## src/rtl/serial_loader.sv

```systemverilog
// serial_loader: UART (8N1) receiver feeding a "$AAAA#DD DD\r" hex-record parser that writes bytes to RAM.
// Define SERIAL_LOADER_LOWERCASE_EN to also accept 'a'-'f' as hex digits.
module serial_loader #(
    parameter int BAUD_DIV = 208
) (
    input  logic        clk,
    input  logic        RESET_n,
    input  logic        RxPin,
    output logic [10:0] WrAddress,
    output logic [7:0]  WrData,
    output logic        WrEn,
    output logic        Busy,
    output logic        Err
);
    localparam int CW = $clog2(BAUD_DIV);
    localparam logic [CW-1:0] FULL = CW'(BAUD_DIV - 1);
    localparam logic [CW-1:0] HALF = CW'(BAUD_DIV / 2 - 1);

    typedef enum logic [2:0] {R_IDLE, R_START, R_DATA, R_STOP, R_WAIT} rx_state_t;
    typedef enum logic [2:0] {P_IDLE, P_ADDR, P_HASH, P_HI, P_LO} p_state_t;

    rx_state_t rx_state, rx_next;
    p_state_t p_state, p_next;
    logic sync1, sync2, prev;
    logic [CW-1:0] cnt;
    logic [2:0] bit_idx;
    logic [7:0] rx_byte;
    logic tick_half, tick_full, rx_valid, frame_err;
    logic is_dec, is_uc, is_lc, hex_ok, proto_err, wr_go;
    logic [3:0] nib, hi_nib;
    logic [1:0] digits;
    logic [10:0] addr_sh, ptr;

    always_ff @(posedge clk or negedge RESET_n) begin
        if (!RESET_n) {sync1, sync2, prev} <= 3'b111;
        else {sync1, sync2, prev} <= {RxPin, sync1, sync2};
    end

    always_ff @(posedge clk or negedge RESET_n) begin
        if (!RESET_n) rx_state <= R_IDLE;
        else rx_state <= rx_next;
    end

    always_comb begin
        tick_half = cnt == HALF;
        tick_full = cnt == FULL;
        rx_next = rx_state;
        case (rx_state)
            R_IDLE:  rx_next = (prev && !sync2) ? R_START : R_IDLE;
            R_START: rx_next = !tick_half ? R_START : (sync2 ? R_IDLE : R_DATA);
            R_DATA:  rx_next = (tick_full && bit_idx == 3'd7) ? R_STOP : R_DATA;
            R_STOP:  rx_next = !tick_full ? R_STOP : (sync2 ? R_IDLE : R_WAIT);
            R_WAIT:  rx_next = sync2 ? R_IDLE : R_WAIT;
            default: rx_next = R_IDLE;
        endcase
    end

    always_comb begin
        rx_valid = rx_state == R_STOP && tick_full && sync2;
        frame_err = rx_state == R_STOP && tick_full && !sync2;
    end

    always_ff @(posedge clk or negedge RESET_n) begin
        if (!RESET_n) begin
            cnt <= '0;
            bit_idx <= '0;
            rx_byte <= '0;
        end else begin
            cnt <= (rx_next != rx_state || tick_full) ? '0 : cnt + 1'b1;
            if (rx_state == R_START) bit_idx <= '0;
            if (rx_state == R_DATA && tick_full) begin
                bit_idx <= bit_idx + 1'b1;
                rx_byte <= {sync2, rx_byte[7:1]};
            end
        end
    end

    always_comb begin
        is_dec = rx_byte >= "0" && rx_byte <= "9";
        is_uc = rx_byte >= "A" && rx_byte <= "F";
`ifdef SERIAL_LOADER_LOWERCASE_EN
        is_lc = rx_byte >= "a" && rx_byte <= "f";
`else
        is_lc = 1'b0;
`endif
        hex_ok = is_dec | is_uc | is_lc;
        nib = is_dec ? rx_byte[3:0] : rx_byte[3:0] + 4'd9;
    end

    always_ff @(posedge clk or negedge RESET_n) begin
        if (!RESET_n) p_state <= P_IDLE;
        else p_state <= p_next;
    end

    always_comb begin
        p_next = p_state;
        proto_err = 1'b0;
        if (frame_err) p_next = P_IDLE;
        else if (rx_valid) begin
            if (rx_byte == "$") p_next = P_ADDR;
            else begin
                case (p_state)
                    P_ADDR:  p_next = !hex_ok ? P_IDLE : (digits == 2'd3 ? P_HASH : P_ADDR);
                    P_HASH:  p_next = rx_byte == "#" ? P_HI : P_IDLE;
                    P_HI:    p_next = hex_ok ? P_LO : (rx_byte == " " ? P_HI : P_IDLE);
                    P_LO:    p_next = hex_ok ? P_HI : P_IDLE;
                    default: p_next = P_IDLE;
                endcase
                // CR legitimately closes a record from DATA_HI; every other drop to IDLE is an error
                proto_err = p_state != P_IDLE && p_next == P_IDLE && !(p_state == P_HI && rx_byte == 8'h0D);
            end
        end
    end

    always_comb begin
        Busy = p_state != P_IDLE;
        wr_go = rx_valid && p_state == P_LO && hex_ok;
    end

    always_ff @(posedge clk or negedge RESET_n) begin
        if (!RESET_n) begin
            digits <= '0;
            addr_sh <= '0;
            ptr <= '0;
            hi_nib <= '0;
            WrEn <= 1'b0;
            WrData <= '0;
            WrAddress <= '0;
            Err <= 1'b0;
        end else begin
            WrEn <= wr_go;
            Err <= proto_err | frame_err;
            if (wr_go) begin
                WrData <= {hi_nib, nib};
                WrAddress <= ptr;
            end
            if (WrEn) ptr <= ptr + 1'b1;
            if (rx_valid) begin
                if (rx_byte == "$") digits <= '0;
                else if (p_state == P_ADDR && hex_ok) begin
                    digits <= digits + 1'b1;
                    addr_sh <= {addr_sh[6:0], nib};
                end
                if (p_state == P_HASH && rx_byte == "#") ptr <= addr_sh;
                if (p_state == P_HI && hex_ok) hi_nib <= nib;
            end
        end
    end
endmodule

```

## config.mk

```make
export PLATFORM = sky130hd
export DESIGN_NAME = serial_loader
export DESIGN_NICKNAME = d
export VERILOG_FILES = /design/src/rtl/serial_loader.sv
export SDC_FILE = /design/constraint.sdc
export NUM_CORES = 1
export LEC_CHECK = 0
export CORE_ASPECT_RATIO = 1.4
export CORE_UTILIZATION = 63
export DETAILED_ROUTE_END_ITERATION = 7
export PLACE_DENSITY = 0.95
export SYNTH_ARGS = -nofsm -noshare
export SYNTH_HDL_FRONTEND = slang
export SYNTH_SLANG_ARGS = --single-unit
```

## constraint.sdc

```tcl
create_clock -name clk -period 4.89 [get_ports clk]
set_input_delay 0.978 -clock clk [delete_from_list [all_inputs] [get_ports clk]]
set_output_delay 0.978 -clock clk [all_outputs]
set_load 0.01 [all_outputs]
```

# Word level (Yosys, flattened, before mapping)
# Cells that the tools add are included.
# Widths: inputs -> output; s select.
dict set report word_totals {
  reg_bits 77
  inputBits 3
  output_inout_bits 22
  word_cells 105
}
dict set report op_classes {
  addsub 5
  order_cmp 4
  eq_ne 17
  n_mux 32
  bitwise 3
  n_reduce_logical 28
}
# op count
set ops {}
lappend ops {{$mux 11} 3}
lappend ops {{$mux 3} 11}
lappend ops {{$eq 8x6->1 const B} 3}
lappend ops {{$mux 2} 9}
lappend ops {{$logic_and 1x1->1} 16}
lappend ops {{$pmux 3 s5} 1}
lappend ops {{$eq 3x2->1 const B} 4}
lappend ops {{$pmux 3 s4} 1}
lappend ops {{$add 11x1->11 const B} 1}
lappend ops {{$eq 3x3->1 const B} 3}
lappend ops {{$add 8x1->8 const B} 1}
lappend ops {{$eq 8x4->1 const B} 1}
lappend ops {{$eq 8x7->1 const B} 1}
lappend ops {{$eq 8x8->1 const B} 1}
lappend ops {{$ge 8x6->1 const B} 1}
lappend ops {{$ge 8x7->1 const B} 1}
lappend ops {{$le 8x6->1 const B} 1}
lappend ops {{$le 8x7->1 const B} 1}
lappend ops {{$mux 8} 1}
lappend ops {{$eq 3x1->1 const B} 2}
lappend ops {{$logic_not 3->1} 2}
lappend ops {{$reduce_bool 2->1} 3}
lappend ops {{$mux 1} 5}
lappend ops {{$add 4x4->4 const B} 1}
lappend ops {{other kinds (12)} 15}

# Depth between registers and ports, before layout
dict set report depth {
  depth_word 15
  depth_mapped 10
  ltp_nobuf 7
}

# Worst setup path before layout
# No wires, ideal clock.
dict set report synth_path {
  path_type {flip-flop to flip-flop}
  from {register rx_byte[1]}
  to {register addr_sh[10]}
  setup_ns 0.125
  t_arrival_ns 2.474
  required_ns 4.765
  slack_ns 2.291
  path_stages_with_launch 10
  path_buffers 2
  period_less_slack_ns 2.599
  path_cell_list {dfrtp_1 inv_1 ha_1 o21bai_4 a2111oi_4 o2111ai_2 or3b_1 buf_6 buf_12 mux2_4}
}
dict set report synth_via {
  elab_chain_cells 5
  elab_cells_between_ends 11
  cone_classes {order compare (4); eq/ne (1); bitwise (2); reduce/logical (4)}
}
# element line
set synth_rtl {}
lappend synth_rtl {{start, declared} 27} ;# logic [7:0] rx_byte;
lappend synth_rtl {{start signal, assigned} 73} ;# rx_byte <= {sync2, rx_byte[7:1]};
lappend synth_rtl {{$ge 8x6->1 (tied with other cells)} 79} ;# is_dec = rx_byte >= "0" && rx_byte <= "9";
lappend synth_rtl {{$logic_and 1x1->1, on equally long branches} {79, 80}}
lappend synth_rtl {{$or 1x1->1} 86} ;# hex_ok = is_dec | is_uc | is_lc;
lappend synth_rtl {{$logic_and 1x1->1} 140} ;# else if (p_state == P_ADDR && hex_ok) begin
lappend synth_rtl {{$reduce_and 3->1 (no line) *} n/a}
lappend synth_rtl {{end signal, assigned} 142} ;# addr_sh <= {addr_sh[6:0], nib};
lappend synth_rtl {{end, declared} 32} ;# logic [10:0] addr_sh, ptr;
# Mark *: on every way between the ends. The rest lies on a longest branch, timed or not.
# A chain may end at the register's enable or synchronous reset.

# Final worst setup path
dict set report layout_path {
  from {register rx_byte[1]}
  to {register addr_sh[5]}
}
# Same word-level chain as after synthesis.

==> metrics.md <==
| Metric | Value |
|---|---|
| Kind of critical path | `reg2reg` |
| Post-synthesis sequential area ratio | `0.527` |
| Syn Area/Cell | `~11 um^2` |
| Worst Path Arrival | `between 3000 and 4000 ps` |
| Startpoint Class | `register` |
| # clock sinks | `77` |
| Via-per-instance ratio | `6.06` |
| Worst setup margin | `between 1500 and 2000 ps` |
| Crit path cell chain | `inv_1 -> ha_1 -> o21bai_4 -> a2111oi_4 -> o2111ai_2 -> or3b_1 -> mux2_4` |
| Die ar. | `6130 um^2` |
| Synth cell types | `49` |
| Core area | `5570 um^2` |
| R2r setup slk | `1860 ps` |
| Pleak | `0.00192 uW` |
| Gr ovfl total | `0` |
| Gr usage total | `0.272` |
| Hold endpoint | `sync2$_DFF_PN1_` |
| Initial antenna violation count | `0` |
| Area leader, netlist | `dfrtp_1` |
| Min-Delay Path Class | `reg2reg` |
| Fin Clk Skew | `13.1 ps` |
| RSZ-0062 raised after global routing | `no` |
| Post-DP HPWL | `about 4600 um` |
| Relative slew slack | `0.281` |
| GPL Wtd Cong | `approximately 0.86` |
| Total Wirelength | `7290 um` |
| Post_cts resized | `0` |
| Slowest-stage cell, CP | `a2111oi_4` |
| Reg-to-Reg Start | `rx_byte[1]$_DFFE_PN0P_` |
| Internal power | `976 uW` |
| Worst slew pin tran | `1080 ps` |
| Share of power burned in registers | `0.535` |
| Post-synth EDFFs | `0` |
| Cells after synthesis | `327` |
| Worst-path clk slew | `80 ps` |
| Synth top area share | `0.505` |
| Final Cycle Share | `0.621` |
| Reg2reg end | `addr_sh[5]$_DFFE_PN0P_` |
| Largest cells by area after synthesis | `dfrtp_1 (51%), mux2_2 (7.7%), ha_1 (3.1%)` |
| Syn Nets | `339` |
| IO Port Bufs | `24` |
| Worst reg-to-reg path cell count | `7` |
| Most common cell in the netlist | `dfrtp_1` |
| Final setup viols | `0` |
| Antenna-violating nets left | `0` |
| Vias in the first global route | `2612` |
| Initial Util | `0.658` |
| Num CTS Buffers | `9` |
| Max-Cap Viols | `0` |
| CTS Hold Bufs | `0` |
| Synth Cell Area | `about 3700 um^2` |
| Synth warnings | `0` |
| Longest Clk Path Bufs | `2` |
| Largest net degree at the start of global routing | `78` |
| First-pass GRT wire length | `12300 um` |
| Vias | `about 2600` |
| Status | `finished, final reports clean` |
| Setup_tns | `0 ps` |
| Post-synthesis register bit count | `77` |
| H-tree levels | `3` |
| Hold_sp | `sync1$_DFF_PN1_` |
| Comb power frac | `0.047` |
| Die width | `66.5 um` |
| Crit path buf inv count | `1` |
| CTS tree | `yes` |
| Delay-heaviest family, CP | `compound AO/OA/AOI/OAI gates` |
| Crit-path max FO | `13` |
| Top cells by count, synth | `dfrtp_1 (74), nand2_1 (29), nor2_1 (27)` |
| Share of cells above drive strength 1 | `0.163` |
| P&R area growth vs syn | `12.5%` |
| Tmin final | `3030 ps` |
| Achievable Freq | `0.330 GHz` |
| Pwr Density | `306 nW/um^2` |
| Detailed Routing Iterations Pass 1 | `4` |
| Worst EP required | `5130 ps` |
| Num rows | `32` |
| Fin. Hold Viols | `0` |
| Psw | `286 uW` |
| Clock power share | `0.418` |
| Root buffer cell | `clkbuf_8` |
| Die Y | `92.2 um` |
| Hold Path Depth | `0` |
| Slowest Stage Delay on Critical Path | `690 ps` |
| Post-place setup slack | `1900 ps` |
| Final Max Tran Viols | `0` |
| Starting DRT DRC Count | `167` |
| # IOs | `25` |
| Nets | `363` |
| Switch share | `0.227` |
| Clock latency on the worst-skew pair | `360 ps` |
| Async SR Flop Fraction | `1.00` |
| Setup Buffers After CTS | `0` |
| Routed len/inst | `17.2 um` |
| Inserted Diodes | `0` |
| Worst setup EP type | `register` |
| Final-layout fill cell count | `349` |
| Primary FF master, synth | `dfrtp_1` |
| DRC | `0` |
| Worst VDD drop | `0.218 mV` |
worst max path at each step:
| stage | startpoint | end | slack (ps) | cells after the start |
|---|---|---|---|---|
| floorplan | rx_byte[1]$_DFFE_PN0P_ | addr_sh[10]$_DFFE_PN0P_ | 2290 | 9 |
| global placement | rx_byte[0]$_DFFE_PN0P_ | WrAddress[9]$_DFFE_PN0P_ | 2060 | 6 |
| detailed placement | rx_byte[1]$_DFFE_PN0P_ | addr_sh[10]$_DFFE_PN0P_ | 1900 | 7 |
| CTS | rx_byte[1]$_DFFE_PN0P_ | addr_sh[5]$_DFFE_PN0P_ | 1870 | 7 |
| global route | rx_byte[1]$_DFFE_PN0P_ | addr_sh[5]$_DFFE_PN0P_ | 1720 | 7 |
| finish | rx_byte[1]$_DFFE_PN0P_ | addr_sh[5]$_DFFE_PN0P_ | 1860 | 7 |
per-layer routing:
metal / GRT usage / share of wire / vias to the layer above
met4: 0.133 / 0.032 / 0
met1: 0.325 / 0.40 / 1279
met5: 0 / 0 / -
met3: 0.0560 / 0.035 / 21
met2: 0.457 / 0.53 / 64
li1: - / - / 1200
cell families after synthesis:
kind of cell / Yosys count / synth area share
flip-flops: 77 / 0.527
AND/OR/NAND/NOR: 106 / 0.149
multiplexers: 36 / 0.112
buffers and inverters: 26 / 0.0389
adder cells (fa/ha/maj): 9 / 0.0307
AO/OA/AOI/OAI: 56 / 0.102
XOR/XNOR: 17 / 0.0406
area by class of cell:
type	instances	area, um^2	area share
inverters	15	56.3	0.0137
repair buffers	24	238	0.0577
well taps	68	85.1	0.0206
clock inverters	4	72.6	0.0176
clock buffers	11	141	0.0343
multi-input cells	224	1600	0.388
flip-flops and latches	77	1930	0.468
power by group through the flow:
stage | Clock (uW) | Sequential [uW] | Combinational [uW]
2_1_floorplan | 0 | 681 | 38.6
3_3_place_gp | 0 | 684 | 56.2
3_5_place_dp | 0 | 686 | 60.5
4_1_cts | 529 | 674 | 60.5
5_1_grt | 558 | 678 | 67.2
6_report | 528 | 675 | 59.2
worst reg2reg max path, stage by stage, from the launching register on:
cell and delay, ps:
dfrtp_1 430, inv_1 130, ha_1 250, o21bai_4 100, a2111oi_4 690, o2111ai_2 240, or3b_1 680, mux2_4 400
stage by stage:
step	instance area (um^2)	hold slack (ps)	total power (uW)	util	instances
5_1_grt	4120	361	1300	0.741	423
3_5_place_dp	3910	349	746	0.702	408
6_report	4120	359	1260	0.741	423
2_1_floorplan	3660	345	720	-	327
4_1_cts	4120	360	1260	0.741	423
3_3_place_gp	3910	346	740	0.702	408
placed cells by master, fill, tap and decap left out, types with 9 or more instances in the layout:
cell type,synthesis,final
clkdlybuf4s50_1,0,23
nand2_1,29,29
inv_1,15,15
clkbuf_8,0,10
ha_1,9,9
dfrtp_1,74,74
xnor2_1,11,11
nor3_1,9,9
mux2_2,25,25
nand3_1,9,9
o21ai_0,19,19
nor2_1,27,27
a21oi_1,19,19
registers in the layout (all words and copies together) (netlist names):
name,flops
WrAddress,11
addr_sh,11
ptr,11
WrData,8
cnt,8
rx_byte,8
hi_nib,4
bit_idx,3
p_state,3
rx_state,3
digits,2
Err,1
WrEn,1
prev,1
sync1,1
sync2,1
Power figures use the tool's default switching activity.
